`src/rtl/neopixel_pkg.sv`:
```
// Shared types and default WS2812 timing for the neopixel driver.
package neopixel_pkg;

    typedef enum logic [1:0] {
        GREEN = 2'd0,
        RED   = 2'd1,
        BLUE  = 2'd2
    } color_index_t;

    typedef enum logic [1:0] {
        ST_IDLE  = 2'd0,
        ST_SEND  = 2'd1,
        ST_LATCH = 2'd2
    } drv_state_t;

    localparam int DEF_NUM_PIXELS = 5;
    localparam int DEF_T0H        = 20;
    localparam int DEF_T1H        = 40;
    localparam int DEF_TBIT       = 62;
    localparam int DEF_TLATCH     = 2500;
    localparam int BITS_PER_PIXEL = 24;

    function automatic logic color_valid(input logic [1:0] idx);
        return idx <= BLUE;
    endfunction

endpackage

```
`src/rtl/neopixel_driver_if.sv`:
```
// Producer-to-driver bundle: colour loads and frame requests in, serial line and status out.
interface neopixel_driver_if;
    logic       load_color;
    logic [2:0] pixel_index;
    logic [1:0] color_index;
    logic [7:0] color_level;
    logic       send_it;
    logic       neo_data;
    logic       ready_to_load;
    logic       ready_to_send;
    logic       begin_send;
    logic       done_send;
    logic       done_wait;

    modport master (
        output load_color, pixel_index, color_index, color_level, send_it,
        input  neo_data, ready_to_load, ready_to_send, begin_send, done_send, done_wait
    );

    modport slave (
        input  load_color, pixel_index, color_index, color_level, send_it,
        output neo_data, ready_to_load, ready_to_send, begin_send, done_send, done_wait
    );
endinterface

```
`src/rtl/neopixel_driver_bit_encoder.sv`:
```
// One WS2812 bit period: line high for T0H/T1H cycles, low to the end of TBIT, bit_done on the last cycle.
module neo_bit_encoder
    import neopixel_pkg::*;
#(
    parameter int T0H  = DEF_T0H,
    parameter int T1H  = DEF_T1H,
    parameter int TBIT = DEF_TBIT
) (
    input  logic clock,
    input  logic reset,
    input  logic start,
    input  logic bit_val,
    output logic level,
    output logic bit_done
);

    localparam int PH_W = $clog2(TBIT);

    logic            active;
    logic            active_d;
    logic            level_d;
    logic            last;
    logic [PH_W-1:0] phase;
    logic [PH_W-1:0] phase_d;
    logic [PH_W-1:0] high_len;

    assign last     = (phase == PH_W'(TBIT - 1));
    assign bit_done = active && last;
    assign phase_d  = last ? '0 : phase + 1'b1;
    assign high_len = bit_val ? PH_W'(T1H) : PH_W'(T0H);

    neo_counter #(.W(PH_W)) u_phase (
        .clock (clock),
        .reset (reset),
        .en    (active),
        .clear (start),
        .d     (phase_d),
        .q     (phase)
    );

    // level is registered one cycle ahead: it is computed for the phase about to start
    always_comb begin
        active_d = active;
        level_d  = 1'b0;
        if (start) begin
            active_d = 1'b1;
            level_d  = 1'b1;
        end else if (active) begin
            if (last) begin
                active_d = 1'b0;
            end else begin
                level_d = (phase_d < high_len);
            end
        end
    end

    always_ff @(posedge clock or negedge reset) begin
        if (!reset) begin
            active <= 1'b0;
            level  <= 1'b0;
        end else begin
            active <= active_d;
            level  <= level_d;
        end
    end

endmodule

```
`src/rtl/neopixel_driver_counter.sv`:
```
// Shared counter register: clear has priority, otherwise load d when enabled.
module neo_counter #(
    parameter int W = 8
) (
    input  logic         clock,
    input  logic         reset,
    input  logic         en,
    input  logic         clear,
    input  logic [W-1:0] d,
    output logic [W-1:0] q
);

    always_ff @(posedge clock or negedge reset) begin
        if (!reset) begin
            q <= '0;
        end else if (clear) begin
            q <= '0;
        end else if (en) begin
            q <= d;
        end
    end

endmodule

```
`src/rtl/neopixel_driver.sv`:
```
// WS2812 frame buffer and serialiser for a NUM_PIXELS chain (GRB, MSB first).
// Define NEOPIXEL_DBUF_EN for a shadow buffer so loads stay open while a frame is sent.
//
// state    | meaning
// ST_IDLE  | accepting loads and send requests
// ST_SEND  | serialising NUM_PIXELS*24 bits
// ST_LATCH | line held low for TLATCH cycles
module neopixel_driver
    import neopixel_pkg::*;
#(
    parameter int NUM_PIXELS = DEF_NUM_PIXELS,
    parameter int T0H        = DEF_T0H,
    parameter int T1H        = DEF_T1H,
    parameter int TBIT       = DEF_TBIT,
    parameter int TLATCH     = DEF_TLATCH
) (
    input  logic             clock,
    input  logic             reset,
    neopixel_driver_if.slave bus
);

    localparam int NBITS = NUM_PIXELS * BITS_PER_PIXEL;
    localparam int BI_W  = $clog2(NBITS);
    localparam int LA_W  = $clog2(TLATCH);

    drv_state_t       state;
    drv_state_t       state_d;
    logic             send_accept;
    logic             load_ok;
    logic             wr_en;
    logic             enc_start;
    logic             bit_done;
    logic             bit_val;
    logic             last_bit;
    logic             frame_done;
    logic             latch_done;
    logic             begin_q;
    logic             enc_level;
    logic [BI_W-1:0]  bit_idx;
    logic [LA_W-1:0]  latch_cnt;
    logic [7:0]       pix_mem  [NUM_PIXELS][3];
    logic [7:0]       mem_next [NUM_PIXELS][3];
    logic [7:0]       rd_mem   [NUM_PIXELS][3];
    logic [NBITS-1:0] frame_bits;

    assign send_accept = (state == ST_IDLE) && bus.send_it;
    assign last_bit    = (bit_idx == BI_W'(NBITS - 1));
    assign frame_done  = (state == ST_SEND) && bit_done && last_bit;
    assign latch_done  = (state == ST_LATCH) && (latch_cnt == LA_W'(TLATCH - 1));

`ifdef NEOPIXEL_DBUF_EN
    assign load_ok = 1'b1;
`else
    assign load_ok = (state == ST_IDLE);
`endif

    assign wr_en = bus.load_color && load_ok
                 && (int'(bus.pixel_index) < NUM_PIXELS)
                 && color_valid(bus.color_index);

    always_comb begin
        mem_next = pix_mem;
        if (wr_en) begin
            mem_next[bus.pixel_index][bus.color_index] = bus.color_level;
        end
    end

    always_ff @(posedge clock or negedge reset) begin
        if (!reset) begin
            for (int p = 0; p < NUM_PIXELS; p++) begin
                for (int c = 0; c < 3; c++) begin
                    pix_mem[p][c] <= '0;
                end
            end
        end else begin
            pix_mem <= mem_next;
        end
    end

`ifdef NEOPIXEL_DBUF_EN
    logic [7:0] shadow_mem [NUM_PIXELS][3];

    // snapshot includes a load arriving in the same cycle as send_it
    always_ff @(posedge clock or negedge reset) begin
        if (!reset) begin
            for (int p = 0; p < NUM_PIXELS; p++) begin
                for (int c = 0; c < 3; c++) begin
                    shadow_mem[p][c] <= '0;
                end
            end
        end else if (send_accept) begin
            shadow_mem <= mem_next;
        end
    end

    assign rd_mem = shadow_mem;
`else
    assign rd_mem = pix_mem;
`endif

    // flatten into transmit order so the bit counter indexes directly
    always_comb begin
        frame_bits = '0;
        for (int p = 0; p < NUM_PIXELS; p++) begin
            for (int c = 0; c < 3; c++) begin
                for (int j = 0; j < 8; j++) begin
                    frame_bits[p*BITS_PER_PIXEL + c*8 + j] = rd_mem[p][c][7-j];
                end
            end
        end
    end

    assign bit_val = frame_bits[bit_idx];

    always_comb begin
        state_d   = state;
        enc_start = 1'b0;
        unique case (state)
            ST_IDLE: begin
                if (bus.send_it) begin
                    state_d   = ST_SEND;
                    enc_start = 1'b1;
                end
            end
            ST_SEND: begin
                if (bit_done) begin
                    if (last_bit) begin
                        state_d = ST_LATCH;
                    end else begin
                        enc_start = 1'b1;
                    end
                end
            end
            ST_LATCH: begin
                if (latch_done) begin
                    state_d = ST_IDLE;
                end
            end
            default: state_d = ST_IDLE;
        endcase
    end

    always_ff @(posedge clock or negedge reset) begin
        if (!reset) begin
            state   <= ST_IDLE;
            begin_q <= 1'b0;
        end else begin
            state   <= state_d;
            begin_q <= send_accept;
        end
    end

    neo_counter #(.W(BI_W)) u_bit_cnt (
        .clock (clock),
        .reset (reset),
        .en    ((state == ST_SEND) && bit_done),
        .clear (send_accept),
        .d     (bit_idx + 1'b1),
        .q     (bit_idx)
    );

    neo_counter #(.W(LA_W)) u_latch_cnt (
        .clock (clock),
        .reset (reset),
        .en    (state == ST_LATCH),
        .clear (frame_done),
        .d     (latch_cnt + 1'b1),
        .q     (latch_cnt)
    );

    neo_bit_encoder #(
        .T0H  (T0H),
        .T1H  (T1H),
        .TBIT (TBIT)
    ) u_encoder (
        .clock    (clock),
        .reset    (reset),
        .start    (enc_start),
        .bit_val  (bit_val),
        .level    (enc_level),
        .bit_done (bit_done)
    );

    assign bus.neo_data      = enc_level;
    assign bus.ready_to_send = (state == ST_IDLE);
    assign bus.ready_to_load = load_ok;
    assign bus.begin_send    = begin_q;
    assign bus.done_send     = frame_done;
    assign bus.done_wait     = latch_done;

endmodule
```
`src/flat_wrapper.sv`:
```
// flat-port wrapper written by rule: the top's interface ports become plain ports
module neopixel_driver_flat import neopixel_pkg::*;
#(
    parameter int NUM_PIXELS = DEF_NUM_PIXELS,
    parameter int T0H        = DEF_T0H,
    parameter int T1H        = DEF_T1H,
    parameter int TBIT       = DEF_TBIT,
    parameter int TLATCH     = DEF_TLATCH
)
  (clock, reset, bus_load_color, bus_pixel_index, bus_color_index, bus_color_level, bus_send_it, bus_neo_data, bus_ready_to_load, bus_ready_to_send, bus_begin_send, bus_done_send, bus_done_wait);
  neopixel_driver_if bus_i ();
  input  logic clock;
  input  logic reset;
  input wire logic [$bits(bus_i.load_color)-1:0] bus_load_color;
  input wire logic [$bits(bus_i.pixel_index)-1:0] bus_pixel_index;
  input wire logic [$bits(bus_i.color_index)-1:0] bus_color_index;
  input wire logic [$bits(bus_i.color_level)-1:0] bus_color_level;
  input wire logic [$bits(bus_i.send_it)-1:0] bus_send_it;
  output wire logic [$bits(bus_i.neo_data)-1:0] bus_neo_data;
  output wire logic [$bits(bus_i.ready_to_load)-1:0] bus_ready_to_load;
  output wire logic [$bits(bus_i.ready_to_send)-1:0] bus_ready_to_send;
  output wire logic [$bits(bus_i.begin_send)-1:0] bus_begin_send;
  output wire logic [$bits(bus_i.done_send)-1:0] bus_done_send;
  output wire logic [$bits(bus_i.done_wait)-1:0] bus_done_wait;
  assign bus_i.load_color = bus_load_color;
  assign bus_i.pixel_index = bus_pixel_index;
  assign bus_i.color_index = bus_color_index;
  assign bus_i.color_level = bus_color_level;
  assign bus_i.send_it = bus_send_it;
  assign bus_neo_data = bus_i.neo_data;
  assign bus_ready_to_load = bus_i.ready_to_load;
  assign bus_ready_to_send = bus_i.ready_to_send;
  assign bus_begin_send = bus_i.begin_send;
  assign bus_done_send = bus_i.done_send;
  assign bus_done_wait = bus_i.done_wait;
  neopixel_driver #(.NUM_PIXELS(NUM_PIXELS), .T0H(T0H), .T1H(T1H), .TBIT(TBIT), .TLATCH(TLATCH)) u_core (.clock(clock), .reset(reset), .bus(bus_i));
endmodule
```
`config.mk`:
```
export PLATFORM = sky130hd
export DESIGN_NAME = neopixel_driver_flat
export DESIGN_NICKNAME = d
export VERILOG_FILES = /design/src/rtl/neopixel_pkg.sv /design/src/rtl/neopixel_driver_if.sv /design/src/rtl/neopixel_driver_bit_encoder.sv /design/src/rtl/neopixel_driver_counter.sv /design/src/rtl/neopixel_driver.sv /design/src/flat_wrapper.sv
export SDC_FILE = /design/constraint.sdc
export NUM_CORES = 1
export LEC_CHECK = 0
export CORE_UTILIZATION = 35
export DETAILED_ROUTE_END_ITERATION = 6
export GPL_ROUTABILITY_DRIVEN = 0
export GPL_TIMING_DRIVEN = 0
export HOLD_SLACK_MARGIN = 0.08
export PLACE_DENSITY = 0.59
export SYNTH_ARGS = -nofsm -noshare
export SYNTH_HDL_FRONTEND = slang
export SYNTH_SLANG_ARGS = --single-unit
```
`constraint.sdc`:
```
create_clock -name clock -period 5.8 [get_ports clock]
set_clock_uncertainty 0.1 [all_clocks]
set_input_delay 0.87 -clock clock [delete_from_list [all_inputs] [get_ports clock]]
set_output_delay 0.87 -clock clock [all_outputs]
set_load 0.01 [all_outputs]
```
==> flow_summary.ini <==
[grt]
grt_pass1_vias = 5093
grt_first_pass_wirelength_mm = 27.6
grt_max_degree = 95
grtUsageTotal = 0.172
grt_overflow = 0
antenna_found_initial = 0

[die]
io_pins = 23
core-area_sq_um = 20400
die_y_microns = 146
start_util = 0.358
dieArea_sq_um = 21400
rows = 52
die_x_microns = 146

[power]
switching_share = 0.275
peakVddDrop_mv = 0.204
p_int_mw = 2.11
combPwrFrac = 0.191
p_per_area_nw_per_um2 = 342
power.switching_mw = 0.801
leakage_nw = 3.90
p_seq_frac = 0.389
power_frac_clock = 0.421

[timing]
tightest_slew_ns = 1.09
period_minus_slack_ns = 3.92
slew_viol_final = 0
fmax_mhz = 255
setup_viol = 0
timing.slew.headroom = 0.269
hold_violations = 0
setup_slack_ns = 1.88
rsz0062_at_grt = no
period_share = 0.676
holdWs_ns = 0.310

[clock_network]
cts_hold_buf = 0
clkTransAtPathRegs_ns = 0.06
cts_resized = 0
cts_max_level = 4
cts_buffer_depth = 2
insertion_delay_ns = 0.42
cts_made_buffers = 17
cts_root_buf = clkbuf_16
clock_sinks = 150
cts_setup_buffers = 0
cts_tree = yes

[route]
routed_via_density = 5.31
drt_iter0_drc = 301
drc = 0
wl_per_cell_microns = 19.2
postRouteAntennaNets = 0
wl_mm = 16.7
drt_first_pass_iters = 4
vias = 4628

[finish]
area_delta_synth_final_pct = 16.8
stdcell_count = 871
multiInputGateArea_sq_um = 3360
seq_area_sq_um = 3750
nFillCells = 1865
fin_nets = 612
insertedDiodeCount = 0
drive_above_1_share = 0.334

[worst_setup_path]
crit_arrival_ns = 2.95
cp_data_required_time_ns = 4.83
critical_path.endpoint_type = output pin
critPathMaxFanout = 10
crit_type = flop to output pin
cp-start-kind = flop

[yosys]
synth-main-ff-cell = dfrtp_1
synth-adder-area-share = 0.0120
netlist_instances = 548
syn_nets = 572
syn_avg_cell_area_sq_um = 13.3
synth-compound-area-share = 0.0389
yosysSeqAreaShare = 0.514
synth_top_family_by_area = multiplexers
synth_cell_type_count = 58
synth_xor_area_frac = 0.0240
async_flop_share = 1.00
syn_area_sq_um = 7300
synth-edff-count = 0
synth_mux_area_frac = 0.286
yosys_warnings = 0
ys_ff_latch = 150
synthSimpleGateAreaFrac = 0.100

[placement]
hpwl_mm = 11.5
io_buffers = 20
dp.cells = 839
preCtsSetupSlack_ns = 2.12

[flow_run]
cap_violations = 0

[hold_path]
hp-class = primary input to async pin

[status]
status = complete, no violations
metal layers:
| metal | routed length (microns) | share of wire | track usage | vias up |
|---|---|---|---|---|
| met5 | 0 | 0 | 0 | - |
| met4 | 344 | 0.021 | 0.0630 | 0 |
| met3 | 800 | 0.048 | 0.0509 | 25 |
| met2 | 8280 | 0.49 | 0.283 | 95 |
| met1 | 7330 | 0.44 | 0.213 | 2407 |
| li1 | - | - | - | 2101 |
cell type report:
class | count | share of cell area
repair buffers | 21 | 0.0269
well taps | 270 | 0.0396
plain buffers | 29 | 0.0188
clock buffers | 19 | 0.0520
multi-input cells | 364 | 0.395
flip-flops and latches | 150 | 0.440
inverters | 5 | 0.00220
clock inverters | 13 | 0.0255
through the flow:
stage | TNS [ns] | power, mW | utilization | cell area [sq um]
6_report | 0 | 2.91 | 0.419 | 8520
5_1_grt | 0 | 3.05 | 0.419 | 8520
4_1_cts | 0 | 2.95 | 0.419 | 8520
3_5_place_dp | 0 | 1.72 | 0.386 | 7860
3_3_place_gp | -282.90 | 1.70 | 0.385 | 7830
2_1_floorplan | 0 | 1.54 | - | 7300
final timing paths:
check                                               from                endpoint  slack (ns)  cells past startpoint
hold / removal                                     reset  u_core.u_encoder.level        0.31                      1
hold reg to reg                   u_core.frame_bits[104]  u_core.frame_bits[104]        0.39                      1
max in group asynchronous                          reset   u_core.frame_bits[82]        4.45                      2
setup / recovery           u_core.u_encoder.u_phase.q[1]           bus_done_send        1.88                      7
setup reg to reg                   u_core.u_bit_cnt.q[2]  u_core.u_encoder.level        2.12                     11
min in group clock                u_core.frame_bits[104]  u_core.frame_bits[104]        0.39                      1
synthesized netlist by cell type, drive strengths merged, types with 2 or more instances:
master    n  area [sq um]
a211oi    3          22.5
a21o      2          15.0
a21oi     9          48.8
a22oi     3          27.5
a31oi     3          18.8
and3      2          12.5
buf      14           104
clkbuf   15          56.3
dfrtp   150          3750
ha        7          87.6
inv       5          18.8
mux2    121          1360
mux2i    14           140
mux4     25           582
nand2    28           105
nand2b    6          37.5
nand3    15          80.1
nand3b    3          22.5
nand4     3          18.8
nor2     44           173
nor2b     7          43.8
nor3     16          95.1
nor3b     2          15.0
nor4      6          52.6
nor4b     2          23.8
o21ai     6          30.0
o32ai     2          32.5
xnor2    11          96.3
xor2      9          78.8
cells by family after synthesis:
logic type,after synthesis
mux,160
flops,150
simple gates,140
compound gates,37
buf+inv,34
xor+xnor,20
fa+ha+maj,7
critical path, stage by stage, from the launching register on:
cell and delay, ns:
dfrtp_1 0.42, inv_1 0.08, ha_1 0.16, nand2_1 0.10, nor4_4 0.48, and2_1 0.28
buf_1 0.38, clkdlybuf4s50_1 0.63
state kept, by name, summed over array words and instances (netlist names):
register and flops:
u_core.state 2, u_core.u_latch_cnt.q 12, u_core.frame_bits 120, u_core.bus.begin_send 1, u_core.u_encoder.level 1, u_core.u_encoder.active 1, u_core.u_bit_cnt.q 7, u_core.u_encoder.u_phase.q 6
cells in the final DEF (no fill, tap or decap), types with 9 or more instances in the layout:
cell / Yosys / layout
clkbuf_1: 15 / 16
clkbuf_16: 0 / 17
clkdlybuf4s50_1: 0 / 19
dfrtp_1: 150 / 150
mux2_2: 120 / 120
mux2i_1: 14 / 14
mux4_2: 20 / 20
nand2_1: 28 / 28
nand3_1: 14 / 14
nor2_1: 41 / 41
nor3_1: 13 / 13
xnor2_1: 11 / 11
xor2_1: 9 / 9
power groups by stage:
stage	Combinational [mW]	Clock, mW	Sequential (mW)
2_1_floorplan	0.401	0	1.14
3_3_place_gp	0.547	0	1.15
3_5_place_dp	0.567	0	1.15
4_1_cts	0.569	1.25	1.13
5_1_grt	0.614	1.30	1.14
6_report	0.556	1.23	1.13
Power figures use the tool's default switching activity.
